$ cat src/rtl/join3_pkg.sv
// Shared types and helpers for the three-lane join/majority voter.
// maj3 is written at the widest supported lane width; callers size-cast in and out.
package join3_pkg;

    typedef enum logic {
        COLLECT = 1'b0,
        EMIT    = 1'b1
    } state_t;

    localparam int MAJ_MAX_W = 64;

    function automatic logic [MAJ_MAX_W-1:0] maj3(
        input logic [MAJ_MAX_W-1:0] a,
        input logic [MAJ_MAX_W-1:0] b,
        input logic [MAJ_MAX_W-1:0] c
    );
        return (a & b) | (a & c) | (b & c);
    endfunction

endpackage

$ cat src/rtl/join3_hold.sv
// One-entry valid/ready hold register for a single voter lane.
// Ready is low while full, so a token is never accepted on the edge that clears it.
module join3_hold #(
    parameter int WIDTH = 8
) (
    input  logic             clk,
    input  logic             reset,
    input  logic             i_valid,
    output logic             o_ready,
    input  logic [WIDTH-1:0] i_data,
    input  logic             i_clear,
    output logic [WIDTH-1:0] o_data,
    output logic             o_full
);

    logic             r_full;
    logic [WIDTH-1:0] r_data;
    logic             w_take;

    assign o_ready = !r_full && !reset;
    assign w_take  = i_valid && o_ready;
    assign o_full  = r_full;
    assign o_data  = r_data;

    always_ff @(posedge clk) begin
        if (reset) begin
            r_full <= 1'b0;
        end else if (w_take) begin
            r_full <= 1'b1;
        end else if (i_clear) begin
            r_full <= 1'b0;
        end
    end

    always_ff @(posedge clk) begin
        if (w_take) begin
            r_data <= i_data;
        end
    end

endmodule

$ cat src/rtl/join3_voter.sv
// Joins three forked copies of a token and emits their bitwise majority,
// flagging and counting (saturating) any disagreement between the copies.
module join3_voter
    import join3_pkg::*;
#(
    parameter int WIDTH = 8,
    parameter int CNT_W = 16
) (
    input  logic             clk,
    input  logic             reset,
    input  logic             in0_valid,
    input  logic             in1_valid,
    input  logic             in2_valid,
    output logic             in0_ready,
    output logic             in1_ready,
    output logic             in2_ready,
    input  logic [WIDTH-1:0] in0_data,
    input  logic [WIDTH-1:0] in1_data,
    input  logic [WIDTH-1:0] in2_data,
    output logic             out_valid,
    input  logic             out_ready,
    output logic [WIDTH-1:0] out_data,
    output logic             out_mismatch,
    output logic [CNT_W-1:0] err_count
);

    localparam logic [CNT_W-1:0] CNT_MAX = '1;

    logic [WIDTH-1:0] w_h0, w_h1, w_h2;
    logic             w_full0, w_full1, w_full2;
    logic             w_all_full;
    logic             w_load;
    logic [WIDTH-1:0] w_maj;
    logic             w_mismatch;

    state_t           r_state;
    logic             r_out_valid;
    logic [WIDTH-1:0] r_out_data;
    logic             r_out_mismatch;
    logic [CNT_W-1:0] r_err_count;

    join3_hold #(.WIDTH(WIDTH)) u_hold0 (
        .clk(clk), .reset(reset), .i_valid(in0_valid), .o_ready(in0_ready),
        .i_data(in0_data), .i_clear(w_load), .o_data(w_h0), .o_full(w_full0)
    );

    join3_hold #(.WIDTH(WIDTH)) u_hold1 (
        .clk(clk), .reset(reset), .i_valid(in1_valid), .o_ready(in1_ready),
        .i_data(in1_data), .i_clear(w_load), .o_data(w_h1), .o_full(w_full1)
    );

    join3_hold #(.WIDTH(WIDTH)) u_hold2 (
        .clk(clk), .reset(reset), .i_valid(in2_valid), .o_ready(in2_ready),
        .i_data(in2_data), .i_clear(w_load), .o_data(w_h2), .o_full(w_full2)
    );

    assign w_all_full = w_full0 && w_full1 && w_full2;
    // A new triple may enter the output slot when it is empty or draining this edge.
    assign w_load     = w_all_full && ((r_state == COLLECT) || out_ready);
    assign w_maj      = WIDTH'(maj3(MAJ_MAX_W'(w_h0), MAJ_MAX_W'(w_h1), MAJ_MAX_W'(w_h2)));
    assign w_mismatch = !((w_h0 == w_h1) && (w_h1 == w_h2));

    always_ff @(posedge clk) begin
        if (reset) begin
            r_state        <= COLLECT;
            r_out_valid    <= 1'b0;
            r_out_data     <= '0;
            r_out_mismatch <= 1'b0;
            r_err_count    <= '0;
        end else begin
            case (r_state)
                COLLECT: begin
                    if (w_load) begin
                        r_out_valid    <= 1'b1;
                        r_out_data     <= w_maj;
                        r_out_mismatch <= w_mismatch;
                        r_state        <= EMIT;
                    end
                end
                EMIT: begin
                    if (w_load) begin
                        r_out_data     <= w_maj;
                        r_out_mismatch <= w_mismatch;
                    end else if (out_ready) begin
                        r_out_valid    <= 1'b0;
                        r_state        <= COLLECT;
                    end
                end
                default: begin
                    r_out_valid <= 1'b0;
                    r_state     <= COLLECT;
                end
            endcase
            if (w_load && w_mismatch && (r_err_count != CNT_MAX)) begin
                r_err_count <= r_err_count + CNT_W'(1);
            end
        end
    end

    assign out_valid    = r_out_valid;
    assign out_data     = r_out_data;
    assign out_mismatch = r_out_mismatch;
    assign err_count    = r_err_count;

endmodule

$ cat config.mk
export PLATFORM = sky130hd
export DESIGN_NAME = join3_voter
export DESIGN_NICKNAME = d
export VERILOG_FILES = /design/src/rtl/join3_pkg.sv /design/src/rtl/join3_hold.sv /design/src/rtl/join3_voter.sv
export SDC_FILE = /design/constraint.sdc
export NUM_CORES = 1
export LEC_CHECK = 0
export ABC_CLOCK_PERIOD_IN_PS = 2100
export CORE_MARGIN = 5
export CORE_UTILIZATION = 40
export DETAILED_ROUTE_END_ITERATION = 10
export PLACE_DENSITY = 0.7
export SLEW_MARGIN = 20
export SYNTH_ARGS = -nofsm -noshare
export SYNTH_HDL_FRONTEND = slang
export SYNTH_SLANG_ARGS = --single-unit
$ cat constraint.sdc
create_clock -name clk -period 2.1 [get_ports clk]
set_input_delay 0.21 -clock clk [delete_from_list [all_inputs] [get_ports clk]]
set_output_delay 0.21 -clock clk [all_outputs]
set_load 0.05 [all_outputs]
# [Yosys cells after proc, flatten, opt, wreduce, memory -nomap -nowiden]
# Cells that the tools add are included.
[word_totals] wordCells=60 ff_bits=54 mem_bits_rw=0 rom_bits=0 mem_count=0 latch_bits=0 inputBits=30 out_inout_bits=29
[op_classes] n_bitwise=6 muxes=14 div=0 magnitude_cmp=0 reduce_logical=22 shift=0 n_eq_ne=6 add_sub_neg=1 mul=0
[op_table] op="$and A8 B8 Y8" count=3
[op_table] op="$add A16 B1 Y16 const B" count=1
[op_table] op="$eq A8 B8 Y1" count=2
[op_table] op="$ne A16 B16 Y1 const B" count=1
[op_table] op="$or A8 B8 Y8" count=2
[op_table] op="$logic_and A1 B1 Y1" count=12
[op_table] op="$mux W1" count=11
[op_table] op="$mux W8" count=1
[op_table] op="$ne A2 B2 Y1 const B" count=3
[op_table] op="$reduce_bool A2 Y1" count=3
[op_table] op="$logic_not A1 Y1" count=5
[op_table] op="$pmux W1 S2" count=2
[op_table] op="$reduce_and A3 Y1" count=1
[op_table] op="$logic_or A1 B1 Y1" count=1
[op_table] op="$not A1 Y1" count=1

# [Depth between registers and ports, before layout]
[logic_depth] word_depth=5 mapped_depth=8 mapped_depth_nobuf=6

# [Modules after synthesis]
# Synthesis repeated with hierarchy kept, for this count alone.
[hier_totals] cells_unflattened=214 area_unflattened_um2=2454.9
[modules_own_cells] mod="join3_voter" cells_per_inst=172 area_each_um2=1572.8 n_inst=1 seq_area_each_um2=540.5
[modules_own_cells] mod="join3_hold" cells_per_inst=14 area_each_um2=294.0 n_inst=3 seq_area_each_um2=260.2

# [Worst setup path after synthesis]
# OpenSTA, ideal clock, no wires.
[synth_path] path_type="flip-flop to flip-flop" from="register r_err_count[0] (netlist: err_count[0])" to="register r_err_count[1] (netlist: err_count[1])" path_buffers=2 t_required_ns=1.972 path_stages_with_launch=9 setup_time_ns=0.128 synth_period_minus_slack_ns=2.366 arrival_time_ns=2.238 path_slack_ns=-0.266 cell_sequence="dfxtp_1 -> ha_1 -> and2_1 -> or4b_4 -> o211ai_2 -> buf_4 -> buf_6 -> mux2i_1 -> nor2_1"
[synth_via] elab_chain_len=2 elab_cells_between_ends=3 classes_between="add/sub: 1; eq/ne: 1; reduce/logical: 1"
[synth_rtl] element="start: declaration" line_no="join3_voter.sv:40" rtl="logic [CNT_W-1:0] r_err_count;"
[synth_rtl] element="start signal: assignment" line_no="join3_voter.sv:95" rtl="r_err_count <= r_err_count + CNT_W'(1);"
[synth_rtl] element="parallel branches: the longest is 2 deep, another holds $add A16 B1 Y16"
# Several ways; the timed one is not identified.
# A chain may end at the register's enable or synchronous reset.

# [Worst setup path in the final report]
[layout_path] from="register u_hold1.r_data[5] (netlist: u_hold1.o_data[5])" to="register r_err_count[12] (netlist: err_count[12])"
[layout_via] elab_chain_len=5 elab_cells_between_ends=6 classes_between="eq/ne: 2; reduce/logical: 4"
[layout_rtl] element="start: declaration" line_no="join3_hold.sv:17" rtl="logic [WIDTH-1:0] r_data;"
[layout_rtl] element="start signal: assignment" line_no="join3_hold.sv:37" rtl="r_data <= i_data;"
[layout_rtl] element="$eq A8 B8 Y1" line_no="join3_voter.sv:61" rtl="assign w_mismatch = !((w_h0 == w_h1) && (w_h1 == w_h2));"
[layout_rtl] element="$logic_and A1 B1 Y1 *" line_no="join3_voter.sv:61"
[layout_rtl] element="$logic_not A1 Y1 *" line_no="join3_voter.sv:61"
[layout_rtl] element="$logic_and A1 B1 Y1 * (2 in a row)" line_no="join3_voter.sv:94" rtl="if (w_load && w_mismatch && (r_err_count != CNT_MAX)) begin"
# Every way passes the cells marked *; elsewhere a longest branch is shown, timed or not.

==> flow_summary_export.csv <==
group,metric,value,unit
status,status,"completed",
synthesis,synth.distinct_cells,37,
clock_tree,post-cts-setup-buffers,0,
layout,diodes,0,
timing,drv_slew,0,
clock_tree,insertion_delay,0.31,ns
global_routing,antenna_found_initial,0,
critical_path,start_kind,"flop",
timing,rsz0062_at_grt,"false",
global_routing,grt_overflow,0,
synthesis,yosysTopAreaCell,"edfxtp_1",
critical_path,cpPeakStageDelay,0.42,ns
placement,place_area,0.00307,mm²
global_routing,grt_first_pass_wirelength,7760,µm
layout,drive_above_1_share,16.9,%
timing,fmax,501,MHz
placement,gp_congestion,0.758,
synthesis,yosys_warnings,0,
synthesis,yosysSeqAreaShare,57.1,%
power_and_ir_drop,p_per_area,642,mW/mm²
synthesis,ys_ff_latch,54,
min_path,hold_path.class,"input port to flop",
floorplanning,start_util,41.5,%
clock_tree,cts_tree,"built",
power_and_ir_drop,p_leak,1.11,nW
timing,layout_setup_ws,0.104,ns
critical_path,cp.arrival,2.25,ns
clock_tree,clock_path_buffers,2,
clock_tree,root_buffer,"clkbuf_8",
route,ant_nets,0,
flow_run,maxCapViolations,0,
synthesis,netlist_area,0.00231,mm²
clock_tree,cts_max_level,2,
timing,fin_skew,0.0140,ns
critical_path,crit_chain,"ha_1, nor4_4, nand4_1, and4bb_2, and3_2, nor3_2",
placement,hpwl,3750,µm
synthesis,yosysTopAreaCellShare,31.1,%
placement,dp_slack,-0.00744,ns
clock_tree,cts_sinks,54,
synthesis,synthCells,201,
clock_tree,numCtsBuffers,5,
floorplanning,ios,59,
synthesis,synth_edf_count,24,
synthesis,yosys-top-cells-area,"edfxtp_1 (31%), dfxtp_1 (26%), ha_1 (9.2%)",
global_routing,grt_max_degree,33,
timing,min_period,2.00,ns
route,drtIter0Drc,100,
layout,nets,313,
layout,fin_area,0.00322,mm²
layout,stdcell_count,339,
critical_path,cp_slowest_cell,"edfxtp_1",
layout,final_core_util,57.8,%
floorplanning,num_rows,27,
critical_path,critPathMaxFanout,4,
power_and_ir_drop,ir_worst_vdd,451,µV
route,wl_per_cell,14.6,µm
synthesis,synthTopCellsByCount,"dfxtp_1 (30), edfxtp_1 (24), nor2_1 (21)",
synthesis,avgSynthCellArea,11.5,µm²
critical_path,critPathTopFamily,"simple AND/OR/NAND/NOR gates",
floorplanning,die_y,86.1,µm
timing,tightest_slew,0.518,ns
route,viasPerCell,5.33,
critical_path,critical_path_buf_inv_count,0,
timing,timing.setup.tns,0,ns
synthesis,yosysMostFrequentCell,"dfxtp_1",
synthesis,synthFlopType,"dfxtp_1",
placement,dp_cells,331,
route,via_count,1808,
floorplanning,die_w,86.1,µm
route,post-route-drc-count,0,
critical_path,end_kind,"flop",
synthesis,syn-num-nets,248,
critical_path,criticalPathCategory,"flop to flop",
timing,slew_headroom,65.3,%
route,drt_wl_total,4940,µm
global_routing,track_usage,13.4,%
clock_tree,clkSlewWorstSetupHoldPaths,0.11,ns
route,dr.pass1.iters,4,
placement,io_buffers,58,
global_routing,first_global_vias,1753,
timing,setup-violations-final,0,
synthesis,async_flop_share,0,%
floorplanning,die-area,0.00741,mm²
timing,hold_viol,0,
floorplanning,core,0.00557,mm²
timing,final.period_utilization,95.0,%
layout,syn2layout_area_growth,39.2,%
critical_path,cp_data_required_time,2.35,ns
## final timing paths
path                                        start                end  slack (ns)  depth (start not counted)
worst max-delay path            u_hold1.o_data[5]      err_count[12]        0.10                          6
worst min-delay path                  in1_data[3]  u_hold1.o_data[3]        0.45                          1
worst max register to register  u_hold1.o_data[5]      err_count[12]        0.10                          6
worst min register to register            r_state          out_valid        0.50                          1
## flip-flops by register name, summed over array words and instances, names as in the netlist
register	count
err_count	16
out_data	8
out_mismatch	1
out_valid	1
r_state	1
u_hold0.o_data	8
u_hold0.o_full	1
u_hold1.o_data	8
u_hold1.o_full	1
u_hold2.o_data	8
u_hold2.o_full	1
## timing repair
item	in CTS	in global routing
pin swaps	1	5
hold buffers	0	0
gates resized for setup	1	6
setup endpoints to repair	1	3
## metrics by stage
step           power (W)  hold slack, ns
2_1_floorplan    0.00126           0.309
3_3_place_gp     0.00138           0.460
3_5_place_dp     0.00138           0.474
4_1_cts          0.00208           0.435
5_1_grt          0.00214           0.435
6_report         0.00207           0.450
## cell families after synthesis
logic type	count (synthesis)	share of synthesized area [%]
flops	54	57.1
fa+ha+maj	17	9.19
buf+inv	10	2.11
mux	2	0.865
simple gates	74	17.9
compound gates	43	12.4
xor+xnor	1	0.378
## metal layers
metal | GRT usage, % | vias to the layer above | share of wire (%)
met5 | 0 | - | 0
met4 | 5.47 | 0 | 1.5
met3 | 4.13 | 6 | 6.0
met2 | 24.7 | 46 | 51
met1 | 14.0 | 859 | 41
li1 | - | 897 | -
## report_power, final
| part | switching (W) | internal [W] | leakage [nW] |
|---|---|---|---|
| Clock | 0.000349 | 0.000357 | 0.0547 |
| Sequential | 0.0000189 | 0.00113 | 0.471 |
| Combinational | 0.000105 | 0.000111 | 0.585 |
| Total | 0.000473 | 0.00159 | 1.11 |
## cell usage in the layout, fill, tap and decap left out, drive strengths merged, types with 4 or more instances in the layout
master / synthesis / layout
nor3: 4 / 4
a21oi: 10 / 10
a211oi: 17 / 17
buf: 3 / 11
or3: 4 / 4
nand2: 8 / 8
or4: 6 / 6
edfxtp: 24 / 24
and2: 4 / 4
o21ai: 7 / 7
clkbuf: 5 / 5
dfxtp: 30 / 30
clkdlybuf4s50: 0 / 55
nor4: 5 / 5
nor2: 21 / 21
nand4: 4 / 4
o31ai: 4 / 4
ha: 17 / 17
nand3: 7 / 7
## worst register-to-register path, stage by stage, from the launching register on
cell and delay, ns:
edfxtp_1 0.42, ha_1 0.34, nor4_4 0.29, nand4_1 0.23
and4bb_2 0.32, and3_2 0.22, nor3_2 0.13
## cell type report
type                    count  area [µm²]
clock buffers               5        68.8
clock inverters             3        43.8
fillers                   494        2350
inverters                   2        7.51
multi-input cells         137         988
flip-flops and latches     54        1340
well taps                  72        90.1
repair buffers             66         683
No activity file was read; power rests on OpenSTA's default activity.
